**src/rtl/bcd_pkg.sv**
```systemverilog
`default_nettype none
// ============================================================================
// Module   : bcd_pkg
// Brief    : Shared types and helpers for the sequential binary-to-BCD converter.
// Revision : 1.0 - initial release
// ============================================================================
package bcd_pkg;

    typedef enum logic [0:0] {
        IDLE  = 1'b0,
        SHIFT = 1'b1
    } state_t;

    localparam logic [3:0] BCD_NINE = 4'h9;

    // Double-dabble pre-shift correction: digits of 5 or more would exceed 9 after doubling.
    function automatic logic [3:0] digit_adj(input logic [3:0] d);
        return (d >= 4'd5) ? (d + 4'd3) : d;
    endfunction

endpackage
`default_nettype wire

```
**src/rtl/bcd_adj_row.sv**
```systemverilog
`default_nettype none
// ============================================================================
// Module   : bcd_adj_row
// Brief    : Combinational add-3 correction applied to every digit of the accumulator.
// Revision : 1.0 - initial release
// ============================================================================
module bcd_adj_row
    import bcd_pkg::*;
#(
    parameter int DIGITS = 5
) (
    input  logic [4*DIGITS-1:0] i_acc,
    output logic [4*DIGITS-1:0] o_acc
);

    for (genvar i = 0; i < DIGITS; i++) begin : g_digit
        assign o_acc[4*i +: 4] = digit_adj(i_acc[4*i +: 4]);
    end

endmodule
`default_nettype wire

```
**src/rtl/bin2bcd_seq.sv**
```systemverilog
`default_nettype none
// ============================================================================
// Module   : bin2bcd_seq
// Brief    : Sequential shift-and-add-3 binary-to-BCD converter with handshake,
//            overflow saturation and leading-zero blanking mask.
// Revision : 1.0 - initial release
// ============================================================================
module bin2bcd_seq
    import bcd_pkg::*;
#(
    parameter int BIN_W  = 16,
    parameter int DIGITS = 5
) (
    input  logic                clk,
    input  logic                rst,
    input  logic                CE,
    input  logic                start,
    input  logic [BIN_W-1:0]    din,
    output logic                busy,
    output logic                done,
    output logic [4*DIGITS-1:0] bcd,
    output logic                ovf,
    output logic [DIGITS-1:0]   blank
);

    localparam int                    c_cnt_w  = $clog2(BIN_W + 1);
    localparam int                    c_acc_w  = 4 * DIGITS;
    localparam logic [c_cnt_w-1:0]    c_last   = c_cnt_w'(BIN_W - 1);
    localparam logic [c_cnt_w-1:0]    c_one    = c_cnt_w'(1);
    localparam logic [c_acc_w-1:0]    c_nines  = {DIGITS{BCD_NINE}};

    state_t               r_state;
    state_t               w_state_nxt;
    logic                 w_load;
    logic                 w_shift;
    logic                 w_finish;

    logic [BIN_W-1:0]     r_sr;
    logic [c_acc_w-1:0]   r_acc;
    logic                 r_sticky;
    logic [c_cnt_w-1:0]   r_cnt;
    logic                 r_busy;
    logic                 r_done;
    logic [c_acc_w-1:0]   r_bcd;
    logic                 r_ovf;

    logic [c_acc_w-1:0]         w_adj;
    logic [c_acc_w+BIN_W-1:0]   w_cat_sh;
    logic [c_acc_w-1:0]         w_acc_nxt;
    logic [BIN_W-1:0]           w_sr_nxt;
    logic                       w_out_bit;
    logic                       w_ovf;

    bcd_adj_row #(
        .DIGITS (DIGITS)
    ) u_adj_row (
        .i_acc (r_acc),
        .o_acc (w_adj)
    );

    // Bit leaving the top of the corrected accumulator is a lost 10^DIGITS contribution.
    assign w_cat_sh  = {w_adj, r_sr} << 1;
    assign w_acc_nxt = w_cat_sh[c_acc_w+BIN_W-1:BIN_W];
    assign w_sr_nxt  = w_cat_sh[BIN_W-1:0];
    assign w_out_bit = w_adj[c_acc_w-1];
    assign w_ovf     = r_sticky | w_out_bit;

    always_ff @(posedge clk) begin
        if (rst) begin
            r_state <= IDLE;
        end else if (CE) begin
            r_state <= w_state_nxt;
        end
    end

    always_comb begin
        w_state_nxt = r_state;
        w_load      = 1'b0;
        w_shift     = 1'b0;
        w_finish    = 1'b0;
        case (r_state)
            IDLE: begin
                if (start) begin
                    w_load      = 1'b1;
                    w_state_nxt = SHIFT;
                end
            end
            SHIFT: begin
                w_shift = 1'b1;
                if (r_cnt == c_last) begin
                    w_finish    = 1'b1;
                    w_state_nxt = IDLE;
                end
            end
            default: w_state_nxt = IDLE;
        endcase
    end

    always_ff @(posedge clk) begin
        if (rst) begin
            r_sr     <= '0;
            r_acc    <= '0;
            r_sticky <= 1'b0;
            r_cnt    <= '0;
            r_busy   <= 1'b0;
            r_done   <= 1'b0;
            r_bcd    <= '0;
            r_ovf    <= 1'b0;
        end else if (CE) begin
            r_done <= w_finish;
            if (w_load) begin
                r_sr     <= din;
                r_acc    <= '0;
                r_sticky <= 1'b0;
                r_cnt    <= '0;
                r_busy   <= 1'b1;
            end
            if (w_shift) begin
                r_acc    <= w_acc_nxt;
                r_sr     <= w_sr_nxt;
                r_sticky <= w_ovf;
                r_cnt    <= r_cnt + c_one;
            end
            if (w_finish) begin
                r_busy <= 1'b0;
                r_cnt  <= '0;
                r_ovf  <= w_ovf;
                r_bcd  <= w_ovf ? c_nines : w_acc_nxt;
            end
        end
    end

    // Digit 0 is always shown; an overflowed result shows every digit.
    for (genvar i = 0; i < DIGITS; i++) begin : g_blank
        if (i == 0) begin : g_lsd
            assign blank[i] = 1'b0;
        end else begin : g_upper
            assign blank[i] = ~r_ovf & (r_bcd[c_acc_w-1:4*i] == '0);
        end
    end

    assign busy = r_busy;
    assign done = r_done;
    assign bcd  = r_bcd;
    assign ovf  = r_ovf;

endmodule
`default_nettype wire

```
**config.mk**
```make
export PLATFORM = sky130hd
export DESIGN_NAME = bin2bcd_seq
export DESIGN_NICKNAME = d
export VERILOG_FILES = /design/src/rtl/bcd_pkg.sv /design/src/rtl/bcd_adj_row.sv /design/src/rtl/bin2bcd_seq.sv
export SDC_FILE = /design/constraint.sdc
export NUM_CORES = 1
export LEC_CHECK = 0
export BUFFER_PORTS_ARGS = -buffer_cell sky130_fd_sc_hd__buf_2
export CAP_MARGIN = 25
export CORE_AREA = 8 8 100 102
export CTS_CLUSTER_SIZE = 24
export DETAILED_ROUTE_END_ITERATION = 10
export DIE_AREA = 0 0 108 110
export HOLD_SLACK_MARGIN = 0.12
export PLACE_DENSITY = 0.6
export SETUP_SLACK_MARGIN = 0.1
export SYNTH_ARGS = -nofsm -noshare
export SYNTH_HDL_FRONTEND = slang
export SYNTH_HIERARCHICAL = 1
export SYNTH_SLANG_ARGS = --single-unit
```
**constraint.sdc**
```tcl
create_clock -name clk -period 2.5 [get_ports clk]
set_input_delay 0.25 -clock clk [delete_from_list [all_inputs] [get_ports clk]]
set_output_delay 0.25 -clock clk [all_outputs]
set_load 0.01 [all_outputs]
```
==> results of run 1 <==
layout make-up:
cell class	instances	area, sq um	share of cell area
inverter	11	41.29	0.01114
timing repair buffer	52	287.8	0.07768
clock buffer	12	155.1	0.04188
sequential	66	1321	0.3566
clock inverter	4	97.59	0.02634
multi-input combinational	250	1667	0.4498
tap	108	135.1	0.03647
cell families after synthesis:
group	count (synthesis)	share of synthesized area
and+or+nand+nor	133	0.1967
AOI/OAI and AO/OA	76	0.1924
DFF	66	0.4146
buffers and inverters	36	0.06242
muxes	21	0.06635
adders and majority gates	12	0.04711
xor gates and xnor gates	7	0.01924
other	1	0.001177
cells in the final DEF, fill, tap and decap left out, types with 2 or more instances in the layout:
cell and n:
xnor2_1 6, nor4_1 3, clkbuf_8 11, bufinv_16 3, a21o_1 2, buf_4 5, nor2_1 38, a22o_1 20
a211oi_2 16, a21oi_1 16, and3_1 3, nand3_1 12, buf_2 46, o21ai_0 7, dfxtp_1 66, nor3_1 20
a21oi_2 5, nand2b_1 11, ha_1 12, mux2i_1 20, nor2_4 2, inv_1 11, o21ai_1 5, nand2_1 37
state kept, by name, indices dropped and copies added (netlist names):
signal,flops
bcd,20
r_acc,20
r_sr,16
r_cnt,5
busy,1
done,1
ovf,1
r_state,1
r_sticky,1
routing by layer:
layer | vias to the layer above | wire (um) | part of all wire
li1 | 1306 | - | -
met1 | 1161 | 3213 | 0.47
met5 | - | 0 | 0
met3 | 5 | 505 | 0.074
met4 | 0 | 59 | 0.0087
met2 | 64 | 3007 | 0.44
metrics by stage:
stage | power, W | hold WS, ns | std cells | setup WS [ns]
detailed placement | 0.001283 | 0.4508 | 487 | 0.5948
global placement | 0.001278 | 0.4459 | 487 | 0.6820
global route | 0.002475 | 0.1636 | 503 | 0.3827
floorplan | 0.001252 | 0.4187 | 352 | 0.8864
finish | 0.002361 | 0.1871 | 503 | 0.5504
CTS | 0.002397 | 0.1707 | 503 | 0.5583
report_power, final:
group	leakage [nW]	total (W)	switching, W	internal (W)
Clock	0.123	0.00110	0.000387	0.000717
Combinational	0.823	0.000163	0.0000960	0.0000668
Sequential	0.536	0.00109	0.0000155	0.00108
path summary, 6_finish.rpt:
kind	cells after the start	from	slack (ns)	to
max	8	r_acc[17]	0.55	bcd[18]
min	3	din[0]	0.19	r_sr[0]
max reg2reg	8	r_acc[17]	0.55	bcd[18]
min reg2reg	2	r_sr[0]	0.46	r_sr[0]
worst register-to-register path, cell delays in order, from the launching register on:
cell and delay, ns:
dfxtp_1 0.34, inv_1 0.08, ha_1 0.17, nand2b_1 0.17, nand2b_1 0.08, o21ai_1 0.08, nor2_1 0.63, nand3_1 0.15
a21oi_1 0.18
==> flow_summary_export.csv, run 1 <==
group,metric,value,unit
timing,relSlewSlack,0.4601,
synthesis,syn_area_per_cell,9.053,sq um
status,status,"completed",
synthesis,synthDominantCellAreaShare,0.4146,
synthesis,synth_edf_count,0,
worst_setup_path,cp_common_cell,"nand2b_1",
placement,dp_hpwl,4737,um
worst_setup_path,critPathTopFamily,"simple AND/OR/NAND/NOR gates",
detailed_routing,drt_first_pass_iters,4,
clock_network,cts_tree,"done",
clock_network,clk_path_buf_depth,2,
detailed_routing,vias_per_cell,5.042,
timing,slew_viol_final,0,
worst_setup_path,crit_path_top_delay_cell,"nor2_1",
power,ir_worst_vdd,0.2833,mV
power,p_per_area,637.2,mW/mm^2
worst_setup_path,path_cells,"inv_1 > ha_1 > nand2b_1 > nand2b_1 > o21ai_1 > nor2_1 > nand3_1 > a21oi_1",
power,p_leak,1.482,nW
timing,grt_setup_unrepaired,"false",
synthesis,synthDistinctLibCells,41,
timing,min_period_over_period,0.7798,
clock_network,cts_made_buffers,9,
worst_setup_path,cp_num_buf_inv,1,
clock_network,ctsResizeCount,0,
synthesis,synth_cells,352,
grt,antenna_found_initial,0,
clock_network,clk_latency,0.34,ns
grt,globalRouteMet3Util,0.05465,
finish,area.growth.synth_to_final,16.25,%
placement,place_congestion,0.7710,
grt,grt_max_degree,29,
detailed_routing,vias,2536,
grt,grt_pass1_wl,11510,um
finish,fin_nets,422,
worst_setup_path,crit_arrival,2.22,ns
placement,place_area,0.003452,sq mm
synthesis,synth-seq-cells,66,
grt,grt.busiest_layer,"met2",
clock_network,cts_setup_buffers,0,
grt,use_met1,0.1438,
synthesis,synth_area_leaders,"dfxtp_1 41%, a211oi_2 6.3%, mux2i_1 6.3%",
finish,stdcell_area,0.003705,sq mm
finish,drive_gt1_frac,0.2354,
run,drv_cap,0,
hold_path,hold_path_class,"in -> reg",
finish,nFillCells,852,
die,initial_core_util,0.3764,
detailed_routing,drcViolationCount,0,
grt,grt_usage,0.1219,
timing,tightestPinTransition,0.8068,ns
worst_setup_path,worstPathMaxFanout,11,
synthesis,synth_area_leader_cell,"dfxtp_1",
die,fp.dieH,110,um
detailed_routing,post_drt_wl_per_cell,13.49,um
synthesis,synthFlopType,"dfxtp_1",
grt,overflow,0,
grt,grt_pass1_vias,2514,
die,fp.dieArea,0.01188,sq mm
timing,fin_setup_tns,0,ns
synthesis,synth_nets,384,
timing,fmax,0.5129,GHz
clock_network,ctsHoldBuffers,0,
detailed_routing,ant_nets,0,
worst_setup_path,crit_path_start_kind,"register",
synthesis,synth_common_cells,"66 x dfxtp_1, 38 x nor2_1, 37 x nand2_1",
synthesis,post-synth-top-count-cell,"dfxtp_1",
finish,final_util,0.4376,
detailed_routing,drt_first_iter_violations,95,
clock_network,cts.sinks,66,
timing,layout_min_cycle_time,1.950,ns
detailed_routing,drt_wl_total,6785,um
timing,fin_skew,0.007767,ns
worst_setup_path,slowest_delay,0.63,ns
placement,port_buffers,46,
timing,hold_violations,0,
worst_setup_path,end_kind,"register",
synthesis,synthArstFlopShare,0,
die,core,0.008466,sq mm
die,ios,48,
worst_setup_path,cp.required,2.77,ns
clock_network,cts_root_buffer,"clkbuf_8",
worst_setup_path,critical_path_class,"reg -> reg",
synthesis,ys_seq_area_frac,0.4146,
finish,insertedDiodeCount,0,
timing,finalSetupViolCount,0,
die,die_w,108,um
die,std_cell_rows,34,
synthesis,yosysWarnings,6,
synthesis,synthesis.area,0.003187,sq mm
clock_network,clk_pin_slew,0.07,ns
grt,use_met2,0.1957,
clock_network,cts-htree-levels,3,
(Power assumes the default switching activity.)
==> run 2: changes to the inputs <==
==> constraint.sdc (replaced) <==
create_clock -name clk -period 1.88 [get_ports clk]
set_input_delay 0.188 -clock clk [delete_from_list [all_inputs] [get_ports clk]]
set_output_delay 0.188 -clock clk [all_outputs]
set_load 0.01 [all_outputs]
==> flow_summary_export.csv, run 2 (synthesized netlist as in run 1, its figures left out) <==
group,metric,value,unit
timing,grt_setup_unrepaired,"true",
worst_setup_path,crit_arrival,1.59,ns
clock_network,cts_tree,"done",
die,die_w,108,um
worst_setup_path,critical_path_class,"reg -> out",
placement,place_congestion,0.7295,
timing,tightestPinTransition,0.5120,ns
clock_network,cts-htree-levels,3,
power,p_sw,0.0006925,W
worst_setup_path,crit_path_start_kind,"register",
timing,fmax,0.5625,GHz
die,fp.dieH,110,um
hold_path,min_path_cells,3,
clock_network,clk_pin_slew,0.07,ns
finish,layout_commonest_cell,"dfxtp_1",
die,core,0.008466,sq mm
run,drv_cap,0,
timing,slew_viol_final,0,
hold_path,hold_path_class,"in -> reg",
die,fp.dieArea,0.01188,sq mm
timing,layout_min_cycle_time,1.778,ns
grt,grt_usage,0.1260,
power,swShare,0.2545,
clock_network,clk_path_buf_depth,2,
power,p_leak,1.512,nW
die,initial_core_util,0.3764,
placement,port_buffers,46,
detailed_routing,drt_first_pass_iters,4,
clock_network,clk_latency,0.34,ns
finish,area.growth.synth_to_final,18.30,%
grt,grt_pass1_wl,11940,um
timing,fin_skew,0.009352,ns
grt,grt_pass1_vias,2502,
detailed_routing,vias,2619,
worst_setup_path,cp.required,1.69,ns
power,p_seq_frac,0.534,
worst_setup_path,ff2ff_path_depth,8,
timing,min_period_over_period,0.9456,
power,ir_worst_vdd,0.4433,mV
finish,final_util,0.4453,
clock_network,cts.sinks,66,
placement,dp_hpwl,4907,um
detailed_routing,ant_nets,0,
power,clkPwrFrac,0.384,
detailed_routing,drcViolationCount,0,
finish,drive_gt1_frac,0.2886,
timing,fin_setup_tns,0,ns
die,std_cell_rows,34,
die,ios,48,
finish,layout_common_cells,"64 x dfxtp_1, 45 x buf_2, 37 x nor2_1, 37 x nand2_1",
finish,insertedDiodeCount,0,
worst_setup_path,worstPathMaxFanout,4,
worst_setup_path,end_kind,"output port",
power,power_frac_comb,0.082,
grt,grt_max_degree,31,
clock_network,cts_root_buffer,"clkbuf_8",
timing,relSlewSlack,0.6578,
detailed_routing,drt_first_iter_violations,76,
timing,finalSetupViolCount,0,
timing,hold_violations,0,
finish,fin_nets,430,
detailed_routing,post_drt_wl_per_cell,14.14,um
power,p_int,0.002028,W
grt,antenna_found_initial,0,
power,p_per_area,721.7,mW/mm^2
finish,nFillCells,862,
grt,overflow,0,
clock_network,cts_made_buffers,9,
status,status,"completed",
detailed_routing,vias_per_cell,5.135,
detailed_routing,drt_wl_total,7210,um
==> run 2: cell types whose count changed in the layout (fill, tap and decap cells not counted), moves of 2 or more <==
cell       previous run  this run
buf_4                 5        11
nor3_1               20        10
dfxtp_1              66        64
or2_4                 0         2
dfxtp_2               0         2
bufinv_16             3         0
nor3_2                0        10
clkinv_2              0         3
==> run 2: through the flow <==
stage               std cells  cell area, sq um  hold slack, ns  setup slack [ns]  power, W
global route              510              3770          0.1578           0.02446  0.002853
detailed placement        493              3510          0.4600          -0.04307  0.001709
global placement          493              3510          0.4534           0.06933  0.001705
floorplan                 352              3187          0.3567            0.2664  0.001664
CTS                       509              3692          0.1223           0.07039  0.002758
finish                    510              3770          0.1501            0.1022  0.002721
==> run 2: area by class of cell <==
class / count / area [sq um] / share of cell area
repair buffers: 59 / 359.1 / 0.09525
clock inverters: 5 / 31.28 / 0.008297
well taps: 108 / 135.1 / 0.03584
multi-input cells: 251 / 1742 / 0.4620
clock buffers: 10 / 137.6 / 0.03651
flip-flops and latches: 66 / 1324 / 0.3511
inverters: 11 / 41.29 / 0.01095
==> run 2: worst paths after layout <==
kind / slack, ns / end / from
min: 0.15 / r_sr[0] / din[0]
max reg2reg: 0.20 / bcd[18] / r_acc[17]
min reg2reg: 0.47 / bcd[9] / bcd[9]
max: 0.10 / blank[1] / bcd[19]
==> run 2: critical path, cell delays in order, from the launching register on <==
cell	delay, ns
dfxtp_2	0.32
or4_4	0.54
nor2_4	0.10
and4_1	0.17
buf_2	0.13
==> run 2: metal layers <==
metal	share of wire	vias up	global-route usage
met2	0.45	61	0.1927
met3	0.071	6	0.05581
met4	0.0086	0	0.04163
met1	0.47	1227	0.1549
met5	0	-	0
li1	-	1325	-
==> run 2: power groups by stage <==
stage / Combinational, W / Sequential (W) / Clock [W]
after global placement: 0.000222 / 0.00148 / 0
after detailed placement: 0.000225 / 0.00148 / 0
after global routing: 0.000248 / 0.00146 / 0.00115
after floorplan: 0.000184 / 0.00148 / 0
after CTS: 0.000226 / 0.00145 / 0.00108
final: 0.000223 / 0.00145 / 0.00105
==> run 2: timing repair <==
item,in CTS,in global routing
cloned,0,1
setup endpoints to repair,17,25
setup buffers,1,0
gates resized for setup,3,16
pin swaps,0,1
hold buffers,0,0
